[src/rtl/app_mon_pkg.sv]
// rtl/app_mon_pkg.sv - shared types and default widths for the multiplier error monitor
package app_mon_pkg;

  localparam int DEF_WIDTH1  = 8;
  localparam int DEF_WIDTH2  = 8;
  localparam int DEF_LATENCY = 1;
  localparam int DEF_CNT_W   = 16;
  localparam int DEF_ACC_W   = 32;

  typedef enum logic [1:0] {
    IDLE,
    RUN,
    DRAIN,
    DONE
  } mon_state_t;

  // Delay-line entry at the default operand widths; the monitor packs {A,B} the same way.
  typedef struct packed {
    logic                  valid;
    logic [DEF_WIDTH1-1:0] a;
    logic [DEF_WIDTH2-1:0] b;
  } dl_entry_t;

endpackage

[src/rtl/app_mult_err_monitor_if.sv]
// rtl/app_mult_err_monitor_if.sv - operand/result bus shared with the multiplier under test
interface app_mult_err_monitor_if #(
  parameter int WIDTH1 = 8,
  parameter int WIDTH2 = 8
);

  logic                     en;
  logic [WIDTH1-1:0]        A;
  logic [WIDTH2-1:0]        B;
  logic [WIDTH1+WIDTH2-1:0] sum;

  modport master (output en, A, B, sum);
  modport slave  (input  en, A, B, sum);

endinterface

[src/rtl/app_mon_delay.sv]
// rtl/app_mon_delay.sv - LATENCY-stage valid+data shift register with async active-high clear
module app_mon_delay #(
  parameter int LATENCY = 1,
  parameter int DATA_W  = 16
) (
  input  logic              clk,
  input  logic              rst,
  input  logic              in_valid,
  input  logic [DATA_W-1:0] in_data,
  output logic              out_valid,
  output logic [DATA_W-1:0] out_data,
  output logic              pending
);

  logic [LATENCY-1:0] vld;
  logic [DATA_W-1:0]  dat [LATENCY];

  always_ff @(posedge clk or posedge rst) begin
    if (rst) begin
      vld <= '0;
      for (int i = 0; i < LATENCY; i++) dat[i] <= '0;
    end else begin
      vld[0] <= in_valid;
      dat[0] <= in_data;
      for (int i = 1; i < LATENCY; i++) begin
        vld[i] <= vld[i-1];
        dat[i] <= dat[i-1];
      end
    end
  end

  assign out_valid = vld[LATENCY-1];
  assign out_data  = dat[LATENCY-1];

  // Entries still in flight behind the output stage; the line drains once this drops.
  generate
    if (LATENCY > 1) begin : g_pend
      assign pending = |vld[LATENCY-2:0];
    end else begin : g_nopend
      assign pending = 1'b0;
    end
  endgenerate

endmodule

[src/rtl/app_mult_err_monitor.sv]
// rtl/app_mult_err_monitor.sv - compares multiplier results with exact products and accumulates error stats
// Optional first-mismatch capture outputs enabled by APP_MON_CAPTURE_EN.
module app_mult_err_monitor
  import app_mon_pkg::*;
#(
  parameter int WIDTH1  = DEF_WIDTH1,
  parameter int WIDTH2  = DEF_WIDTH2,
  parameter int LATENCY = DEF_LATENCY,
  parameter int CNT_W   = DEF_CNT_W,
  parameter int ACC_W   = DEF_ACC_W
) (
  input  logic                     sys_clk,
  input  logic                     sys_rst,
  input  logic                     start,
  input  logic [CNT_W-1:0]         num_samples,
  app_mult_err_monitor_if.slave    op,
  output logic                     busy,
  output logic                     done,
  output logic [CNT_W-1:0]         sample_cnt,
  output logic [CNT_W-1:0]         err_cnt,
  output logic [WIDTH1+WIDTH2-1:0] max_ed,
  output logic [ACC_W-1:0]         sum_ed
`ifdef APP_MON_CAPTURE_EN
  ,
  output logic                     cap_valid,
  output logic [WIDTH1-1:0]        cap_A,
  output logic [WIDTH2-1:0]        cap_B,
  output logic [WIDTH1+WIDTH2-1:0] cap_sum
`endif
);

  localparam int PW = WIDTH1 + WIDTH2;
  localparam int SW = ((ACC_W > PW) ? ACC_W : PW) + 1;

  mon_state_t        state, state_nxt;
  logic [CNT_W-1:0]  target, issued, issued_inc;
  logic              start_ok, push;
  logic              out_valid, pending;
  logic [PW-1:0]     out_data;
  logic [WIDTH1-1:0] out_a;
  logic [WIDTH2-1:0] out_b;
  logic [PW-1:0]     exact, ed;
  logic [SW-1:0]     acc_sum;

  assign start_ok   = (state == IDLE) && start;
  assign push       = (state == RUN) && op.en;
  assign issued_inc = issued + CNT_W'(1);

  app_mon_delay #(
    .LATENCY (LATENCY),
    .DATA_W  (PW)
  ) u_delay (
    .clk       (sys_clk),
    .rst       (sys_rst),
    .in_valid  (push),
    .in_data   ({op.A, op.B}),
    .out_valid (out_valid),
    .out_data  (out_data),
    .pending   (pending)
  );

  assign out_a   = out_data[PW-1:WIDTH2];
  assign out_b   = out_data[WIDTH2-1:0];
  assign exact   = PW'(out_a) * PW'(out_b);
  assign ed      = (op.sum >= exact) ? (op.sum - exact) : (exact - op.sum);
  assign acc_sum = SW'(sum_ed) + SW'(ed);

  always_ff @(posedge sys_clk or posedge sys_rst) begin
    if (sys_rst) state <= IDLE;
    else         state <= state_nxt;
  end

  // DRAIN leaves on the edge that compares the last entry, so done lines up with the final update.
  always_comb begin
    state_nxt = state;
    case (state)
      IDLE:    if (start) state_nxt = (num_samples == '0) ? DONE : RUN;
      RUN:     if (op.en && (issued_inc == target)) state_nxt = DRAIN;
      DRAIN:   if (!pending) state_nxt = DONE;
      DONE:    state_nxt = IDLE;
      default: state_nxt = IDLE;
    endcase
  end

  assign busy = (state == RUN) || (state == DRAIN);
  assign done = (state == DONE);

  always_ff @(posedge sys_clk or posedge sys_rst) begin
    if (sys_rst) begin
      target     <= '0;
      issued     <= '0;
      sample_cnt <= '0;
      err_cnt    <= '0;
      max_ed     <= '0;
      sum_ed     <= '0;
    end else if (start_ok) begin
      target     <= num_samples;
      issued     <= '0;
      sample_cnt <= '0;
      err_cnt    <= '0;
      max_ed     <= '0;
      sum_ed     <= '0;
    end else begin
      if (push) issued <= issued_inc;
      if (out_valid) begin
        sample_cnt <= sample_cnt + CNT_W'(1);
        if (ed != '0)    err_cnt <= err_cnt + CNT_W'(1);
        if (ed > max_ed) max_ed  <= ed;
        if (|acc_sum[SW-1:ACC_W]) sum_ed <= {ACC_W{1'b1}};
        else                      sum_ed <= acc_sum[ACC_W-1:0];
      end
    end
  end

`ifdef APP_MON_CAPTURE_EN
  always_ff @(posedge sys_clk or posedge sys_rst) begin
    if (sys_rst) begin
      cap_valid <= 1'b0;
      cap_A     <= '0;
      cap_B     <= '0;
      cap_sum   <= '0;
    end else if (start_ok) begin
      cap_valid <= 1'b0;
      cap_A     <= '0;
      cap_B     <= '0;
      cap_sum   <= '0;
    end else if (out_valid && (ed != '0) && !cap_valid) begin
      cap_valid <= 1'b1;
      cap_A     <= out_a;
      cap_B     <= out_b;
      cap_sum   <= op.sum;
    end
  end
`endif

endmodule

[src/flat_wrapper.sv]
// flat-port wrapper written by rule: the top's interface ports become plain ports
module app_mult_err_monitor_flat import app_mon_pkg::*;
#(
  parameter int WIDTH1  = DEF_WIDTH1,
  parameter int WIDTH2  = DEF_WIDTH2,
  parameter int LATENCY = DEF_LATENCY,
  parameter int CNT_W   = DEF_CNT_W,
  parameter int ACC_W   = DEF_ACC_W
)
  (sys_clk, sys_rst, start, num_samples, busy, done, sample_cnt, err_cnt, max_ed, sum_ed, op_en, op_A, op_B, op_sum);
  app_mult_err_monitor_if #(.WIDTH1(WIDTH1), .WIDTH2(WIDTH2)) op_i ();
  input  logic sys_clk;
  input  logic sys_rst;
  input  logic start;
  input  logic [CNT_W-1:0] num_samples;
  output logic busy;
  output logic done;
  output logic [CNT_W-1:0] sample_cnt;
  output logic [CNT_W-1:0] err_cnt;
  output logic [WIDTH1+WIDTH2-1:0] max_ed;
  output logic [ACC_W-1:0] sum_ed;
  input wire logic [$bits(op_i.en)-1:0] op_en;
  input wire logic [$bits(op_i.A)-1:0] op_A;
  input wire logic [$bits(op_i.B)-1:0] op_B;
  input wire logic [$bits(op_i.sum)-1:0] op_sum;
  assign op_i.en = op_en;
  assign op_i.A = op_A;
  assign op_i.B = op_B;
  assign op_i.sum = op_sum;
  app_mult_err_monitor #(.WIDTH1(WIDTH1), .WIDTH2(WIDTH2), .LATENCY(LATENCY), .CNT_W(CNT_W), .ACC_W(ACC_W)) u_core (.sys_clk(sys_clk), .sys_rst(sys_rst), .start(start), .num_samples(num_samples), .op(op_i), .busy(busy), .done(done), .sample_cnt(sample_cnt), .err_cnt(err_cnt), .max_ed(max_ed), .sum_ed(sum_ed));
endmodule
[config.mk]
export PLATFORM = sky130hd
export DESIGN_NAME = app_mult_err_monitor_flat
export DESIGN_NICKNAME = d
export VERILOG_FILES = /design/src/rtl/app_mon_pkg.sv /design/src/rtl/app_mult_err_monitor_if.sv /design/src/rtl/app_mon_delay.sv /design/src/rtl/app_mult_err_monitor.sv /design/src/flat_wrapper.sv
export SDC_FILE = /design/constraint.sdc
export NUM_CORES = 1
export LEC_CHECK = 0
export CORE_ASPECT_RATIO = 0.8
export CORE_MARGIN = 10
export CORE_UTILIZATION = 53
export CTS_BUF_LIST = sky130_fd_sc_hd__clkbuf_8
export CTS_CLUSTER_DIAMETER = 40
export DETAILED_ROUTE_END_ITERATION = 12
export GPL_TIMING_DRIVEN = 0
export PLACE_DENSITY_LB_ADDON = 0.08
export SLEW_MARGIN = 20
export SYNTH_ARGS = -nofsm -noshare
export SYNTH_HDL_FRONTEND = slang
export SYNTH_SLANG_ARGS = --single-unit
[constraint.sdc]
create_clock -name sys_clk -period 7.45 [get_ports sys_clk]
set_input_delay 1.49 -clock sys_clk [delete_from_list [all_inputs] [get_ports sys_clk]]
set_output_delay 1.49 -clock sys_clk [all_outputs]
set_load 0.02 [all_outputs]
[Word-level counts from Yosys, hierarchy flattened]
Index checks and enable logic that the tools add are counted.
Operators by class
  add/sub/neg operators: 6
  multipliers: 1
  div/mod/pow operators: 0
  order comparisons: 2
  equality and inequality tests: 6
  shift operators: 0
  mux-type cells: 18
  bitwise logic cells: 0
  reductions and logical operators: 14
Operators by type and width (count)
  16-bit two-way mux: 11
  32-bit two-way mux: 3
  16-bit by 1-bit adder with 16-bit output, second input constant: 3
  32-bit by 16-bit adder with 33-bit output: 1
  16-bit subtractor: 2
  16-bit equality test: 1
  16-bit >= comparator: 1
  16-bit greater-than comparator: 1
  16-bit zero test: 1
  8-bit by 8-bit multiplier with 16-bit output: 1
  16-bit nonzero test: 1
  2-bit case mux with 4 select lines: 1
  2-bit nonzero test: 4
  2-bit two-way mux: 3
  2-bit AND reduction: 3
  2-bit equality test, second input constant: 2
  1-bit logical AND: 3
  2-bit by 1-bit equality test with 1-bit output, second input constant: 1
  2-bit zero test: 1
  2-bit by 1-bit inequality test with 1-bit output, second input constant: 1
  2-bit inequality test, second input constant: 1
  1-bit logical OR: 1
Storage, ports and cells
  register bits: 131
  latch bits: 0
  memory bits (writable): 0
  bits in read-only memories: 0
  bits of input ports: 52
  output and inout bits: 82
  word-level logic and storage cells: 56
  memories kept: 0

[Depth between registers and ports, before layout]
  word-level depth: 7
  mapped depth: 40
  gate-level depth less buffers: 38

[By module]
A second synthesis with hierarchy kept.
Unflattened totals
  cell total of the unflattened synthesis: 1303
  area total of the unflattened synthesis: 11318.4 um2
Modules (own cells, without submodules)
  app_mult_err_monitor: times used 1, cells an instance 1283, area an instance 10877.9 um2, seq. area each 2852.7 um2
  app_mon_delay: times used 1, cells an instance 20, area an instance 440.4 um2, seq. area each 425.4 um2

[Least setup slack after synthesis]
Ideal clock, no wire load.
  path kind: register to register
  from: reg u_core.u_delay.dat (netlist bit u_core.u_delay.out_data[9])
  to: reg u_core.max_ed[0]
  library setup time: 0.132 ns
  arrival: 8.063 ns
  data required time: 7.318 ns
  path slack: -0.745 ns
  stages on the path, launching flop included: 36
  path buffers: 3
  period minus slack after synthesis: 8.195 ns
  path through: dfrtp_1 and2_1 fa_1 fa_1 inv_1 fa_1 fa_1 inv_1 ha_1 a21oi_1 o21bai_1 a21oi_1 o21bai_1 a21oi_1 o211ai_1 a21o_1 a21oi_1 xnor2_1 ha_1 nand2_1 nor2_1 o21ai_1 o21a_2 a2111oi_0 a221oi_1 xnor2_1 clkbuf_1 inv_1 ha_1 nand4_1 a211o_1 a31oi_1 buf_1 clkbuf_1 mux2i_1 nor2_1
Between the ends
  longest elaborated chain between the ends: 6
  elaborated cells on any way between the ends: 11
  those cells by class: add/sub (2); mul (1); order compare (2); mux (4); reduce/logical (2)
Ends and longest elaborated chain
  start, declared: line app_mon_delay.sv:16  | logic [DATA_W-1:0] dat [LATENCY];
  start signal, assigned by index: line app_mon_delay.sv:27  | dat[i] <= dat[i-1];
  8-bit by 8-bit multiplier with 16-bit output (*): line app_mult_err_monitor.sv:64  | assign exact = PW'(out_a) * PW'(out_b);
  16-bit subtractor or 16-bit >= comparator (tied branches): line app_mult_err_monitor.sv:65  | assign ed = (op.sum >= exact) ? (op.sum - exact) : (exact - op.sum);
  16-bit two-way mux (*): line app_mult_err_monitor.sv:65
  16-bit greater-than comparator or 16-bit two-way mux (tied branches): line app_mult_err_monitor.sv:108  | if (ed > max_ed) max_ed <= ed;
  2-bit nonzero test (no source line) or 16-bit two-way mux (tied branches)
  2-bit AND reduction (no source line) or 16-bit two-way mux (tied branches)
  end signal, assigned: line app_mult_err_monitor.sv:94  | max_ed <= '0;
  end signal, assigned: line app_mult_err_monitor.sv:101  | max_ed <= '0;
  end signal, assigned: line app_mult_err_monitor.sv:108
  end, declared: line app_mult_err_monitor.sv:21  | output logic [WIDTH1+WIDTH2-1:0] max_ed,
Every way passes the cells marked *; elsewhere a longest branch is shown, timed or not. The select of a mux whose other input is x is not followed.
A chain may end at the register's enable or synchronous reset.

[Final worst setup path]
  from: reg u_core.u_delay.dat (netlist bit u_core.u_delay.out_data[11])
  to: reg u_core.sum_ed[23]
Between the ends
  longest elaborated chain between the ends: 7
  elaborated cells on any way between the ends: 9
  those cells by class: add/sub (3); mul (1); order compare (1); mux (4)
Ends and longest elaborated chain
  8-bit by 8-bit multiplier with 16-bit output (*): line app_mult_err_monitor.sv:64
  16-bit subtractor or 16-bit >= comparator (tied branches): line app_mult_err_monitor.sv:65
  16-bit two-way mux (*): line app_mult_err_monitor.sv:65
  32-bit by 16-bit adder with 33-bit output (*): line app_mult_err_monitor.sv:66  | assign acc_sum = SW'(sum_ed) + SW'(ed);
  32-bit two-way mux (*): line app_mult_err_monitor.sv:109  | if (|acc_sum[SW-1:ACC_W]) sum_ed <= {ACC_W{1'b1}};
  32-bit two-way mux (*): line app_mult_err_monitor.sv:105  | if (out_valid) begin
  32-bit two-way mux (*): line app_mult_err_monitor.sv:96  | end else if (start_ok) begin
  end signal, assigned: line app_mult_err_monitor.sv:109
  end signal, assigned: line app_mult_err_monitor.sv:110  | else sum_ed <= acc_sum[ACC_W-1:0];
  end, declared: line app_mult_err_monitor.sv:22  | output logic [ACC_W-1:0] sum_ed
Marked as above.

==> flow_summary.ini <==
[layout]
drive_above_1_share_pct = 19.2
layout.cells.non_filler = 1793
final_area_um2 = 15000
antennaDiodeCount = 0
nets = 1709
final_common_cell = clkdlybuf4s50_1
final_cell_mix = 133 x clkdlybuf4s50_1, 129 x inv_1, 119 x dfrtp_1, 116 x nand2_1, 88 x ha_1
area_growth_pct = 34.6

[critical_path]
slowest_delay_ns = 0.58
reg2reg_depth = 32
path_class = register to register
crit_path_top_delay_cell = fa_1
cp_common_cell = fa_1
path_max_fanout = 7
reg2reg_slack_ns = -0.32
crit_arrival_ns = 8.13
end_kind = register
startpoint_type = register
reg2reg_to = u_core.sum_ed[23]$_DFFE_PP0P_
regToRegStartpoint = u_core.u_delay.out_data[11]$_DFF_PP0_
cp.required_ns = 7.81

[clock_network]
cts.htree.levels = 4
cts_tree = yes
clk-insertion-delay-late_ns = 0.46
cts_hold_buf = 0
cts.sinks = 131
clockRootBuffer = clkbuf_8
clockBufferDepth = 2
clkTransAtPathRegs_ns = 0.08
cts_made_buffers = 17

[status]
run_status = finished with violations
violations = setup timing

[synth]
ys_seq_area_share_pct = 29.5
synthesis.nets = 1488
synth_edf_count = 0
async_reset_ff_share_pct = 100
synth_cells = 1290
syn_area_um2 = 11100
syn_area_per_cell_um2 = 8.63
ys_ff_latch = 131
ys_types = 72
ys_warn_count = 0
ys.flop_type = dfrtp_1

[place]
dp_cells = 1693
dp_hpwl_um = 23700
finalWeightedCongestion = 0.879
postPlaceCellArea_um2 = 13000
place.port_buffers = 133

[grt]
grt_pass1_vias = 9869
grt_max_degree = 102
grt_pass1_wl_um = 51900
grt.total_usage_pct = 23.3
antenna_found_initial = 0
grt-ovfl-total = 0

[timing]
period_needed_ns = 7.77
hold_slack_ns = 0.508
clock_skew_ns = 0.0181
grt_setup_unrepaired = yes
max_slew_margin_pct = 42.3
worstMarginPinSlew_ns = 0.866
clock.fmax_mhz = 129
slew_viol_final = 0
hold_viol_final = 0
setup_ws_ns = -0.318
setup_viol = 48
fin_crit_sh_pct = 104

[route]
drc = 0
drt-initial-drc-count = 735
drt_first_pass_iters = 5
num_vias = 10262
ant_nets = 0
wire_per_inst_um = 18.6
drt-total-wl_um = 33400
routed_via_density = 5.72

[floorplan]
core_um2 = 20600
io_pins = 134
rows = 47
initial_core_util_pct = 53.9
die_h_um = 150
die_x_um = 182
design.die.area_um2 = 27200

[worst_hold_path]
min_to = u_core.target[15]$_DFFE_PP0P_
worstHoldPathCells = 2
hold_path_class = register to register
hp-start = u_core.target[15]$_DFFE_PP0P_

[job]
cap_violations = 0
## critical path: cells and delay by family (launching register included)
kind / cells / cell delay, ns
adders and majority gates: 7 / 3.16
AOI/OAI and AO/OA: 7 / 1.38
buffers and inverters: 10 / 1.20
and+or+nand+nor: 6 / 1.12
DFF: 1 / 0.46
xor gates and xnor gates: 2 / 0.34
## metrics by stage
stage | TNS (ns) | worst slack, ns | utilization (%)
2_1_floorplan | 0 | 0.00129 | -
3_3_place_gp | -50.55 | -1.18 | 62.8
3_5_place_dp | -46.41 | -1.14 | 62.9
4_1_cts | -11.63 | -0.319 | 68.8
5_1_grt | -25.40 | -0.613 | 72.6
6_report | -10.34 | -0.318 | 72.6
## worst max-delay path by stage
stage	startpoint	endpoint	slack, ns	cells past startpoint
floorplan	u_core.u_delay.out_data[9]$_DFF_PP0_	u_core.sum_ed[21]$_DFFE_PP0P_	0.001	34
global placement	u_core.u_delay.out_data[10]$_DFF_PP0_	u_core.sum_ed[4]$_DFFE_PP0P_	-1.18	33
detailed placement	u_core.u_delay.out_data[9]$_DFF_PP0_	u_core.sum_ed[23]$_DFFE_PP0P_	-1.14	32
CTS	u_core.u_delay.out_data[2]$_DFF_PP0_	u_core.max_ed[13]$_DFFE_PP0P_	-0.32	39
global route	u_core.u_delay.out_data[2]$_DFF_PP0_	u_core.max_ed[10]$_DFFE_PP0P_	-0.61	39
finish	u_core.u_delay.out_data[11]$_DFF_PP0_	u_core.sum_ed[23]$_DFFE_PP0P_	-0.32	32
## flip-flops by register name (all words and copies together) (netlist names)
signal and count:
u_core.max_ed 16, u_core.err_cnt 16, u_core.sample_cnt 16, u_core.issued 16
u_core.u_delay.out_data 16, u_core.target 16, u_core.sum_ed 32, u_core.state 2
u_core.u_delay.out_valid 1
## cells by family (layout without fill, tap and decap cells)
| logic type | after synthesis | in the layout | share of synthesized area, % |
|---|---|---|---|
| adder cells (fa/ha/maj) | 146 | 146 | 19.0 |
| AO/OA/AOI/OAI | 270 | 270 | 16.0 |
| XOR/XNOR | 88 | 88 | 6.93 |
| flip-flops | 131 | 131 | 29.5 |
| AND/OR/NAND/NOR | 444 | 444 | 19.7 |
| multiplexers | 26 | 26 | 2.34 |
| buffers and inverters | 185 | 419 | 6.58 |
## layout make-up
type / instances / area, um2
plain buffers: 45 / 268
clock buffers: 20 / 275
clock inverters: 12 / 131
fillers: 1560 / 5660
inverters: 139 / 529
multi-input cells: 974 / 8140
flip-flops and latches: 131 / 3290
well taps: 269 / 337
repair buffers: 203 / 2000
## layer usage
metal	routed length (um)	track usage [%]	vias up
li1	-	-	4879
met4	423	4.75	0
met5	0	0	-
met1	15900	33.5	5009
met3	2380	4.85	36
met2	14700	35.5	338
## cells in the mapped netlist, types with 9 or more instances
cell type  count  area (um2)
inv_1        138         518
dfrtp_1      131        3280
nand2_1      122         458
ha_1         107        1340
nor2_1        91         342
a21oi_1       71         355
and2_1        60         375
o21ai_0       54         270
xnor2_1       50         438
nand3_1       46         230
fa_1          39         781
xor2_1        38         333
mux2i_1       26         260
a31oi_1       25         156
nor3_1        25         125
clkbuf_1      24        90.1
and3_1        20         125
nand4_1       19         119
a21o_1        18         135
nor4_1        14        87.6
o21a_1        13        97.6
a211oi_1      12        90.1
nand2b_1      11        68.8
or3_1         10        62.6
a311oi_1       9        78.8
buf_1          9        33.8
## repair_timing
item	in CTS	in global routing
cloned	2	1
resized for setup	94	101
setup buffers	38	28
endpoints found under the setup margin	64	64
pin swaps	70	85
Power is left out: the tool's default activity adds up to more than one toggle a clock period on the data nets, which glitch-free logic cannot reach.
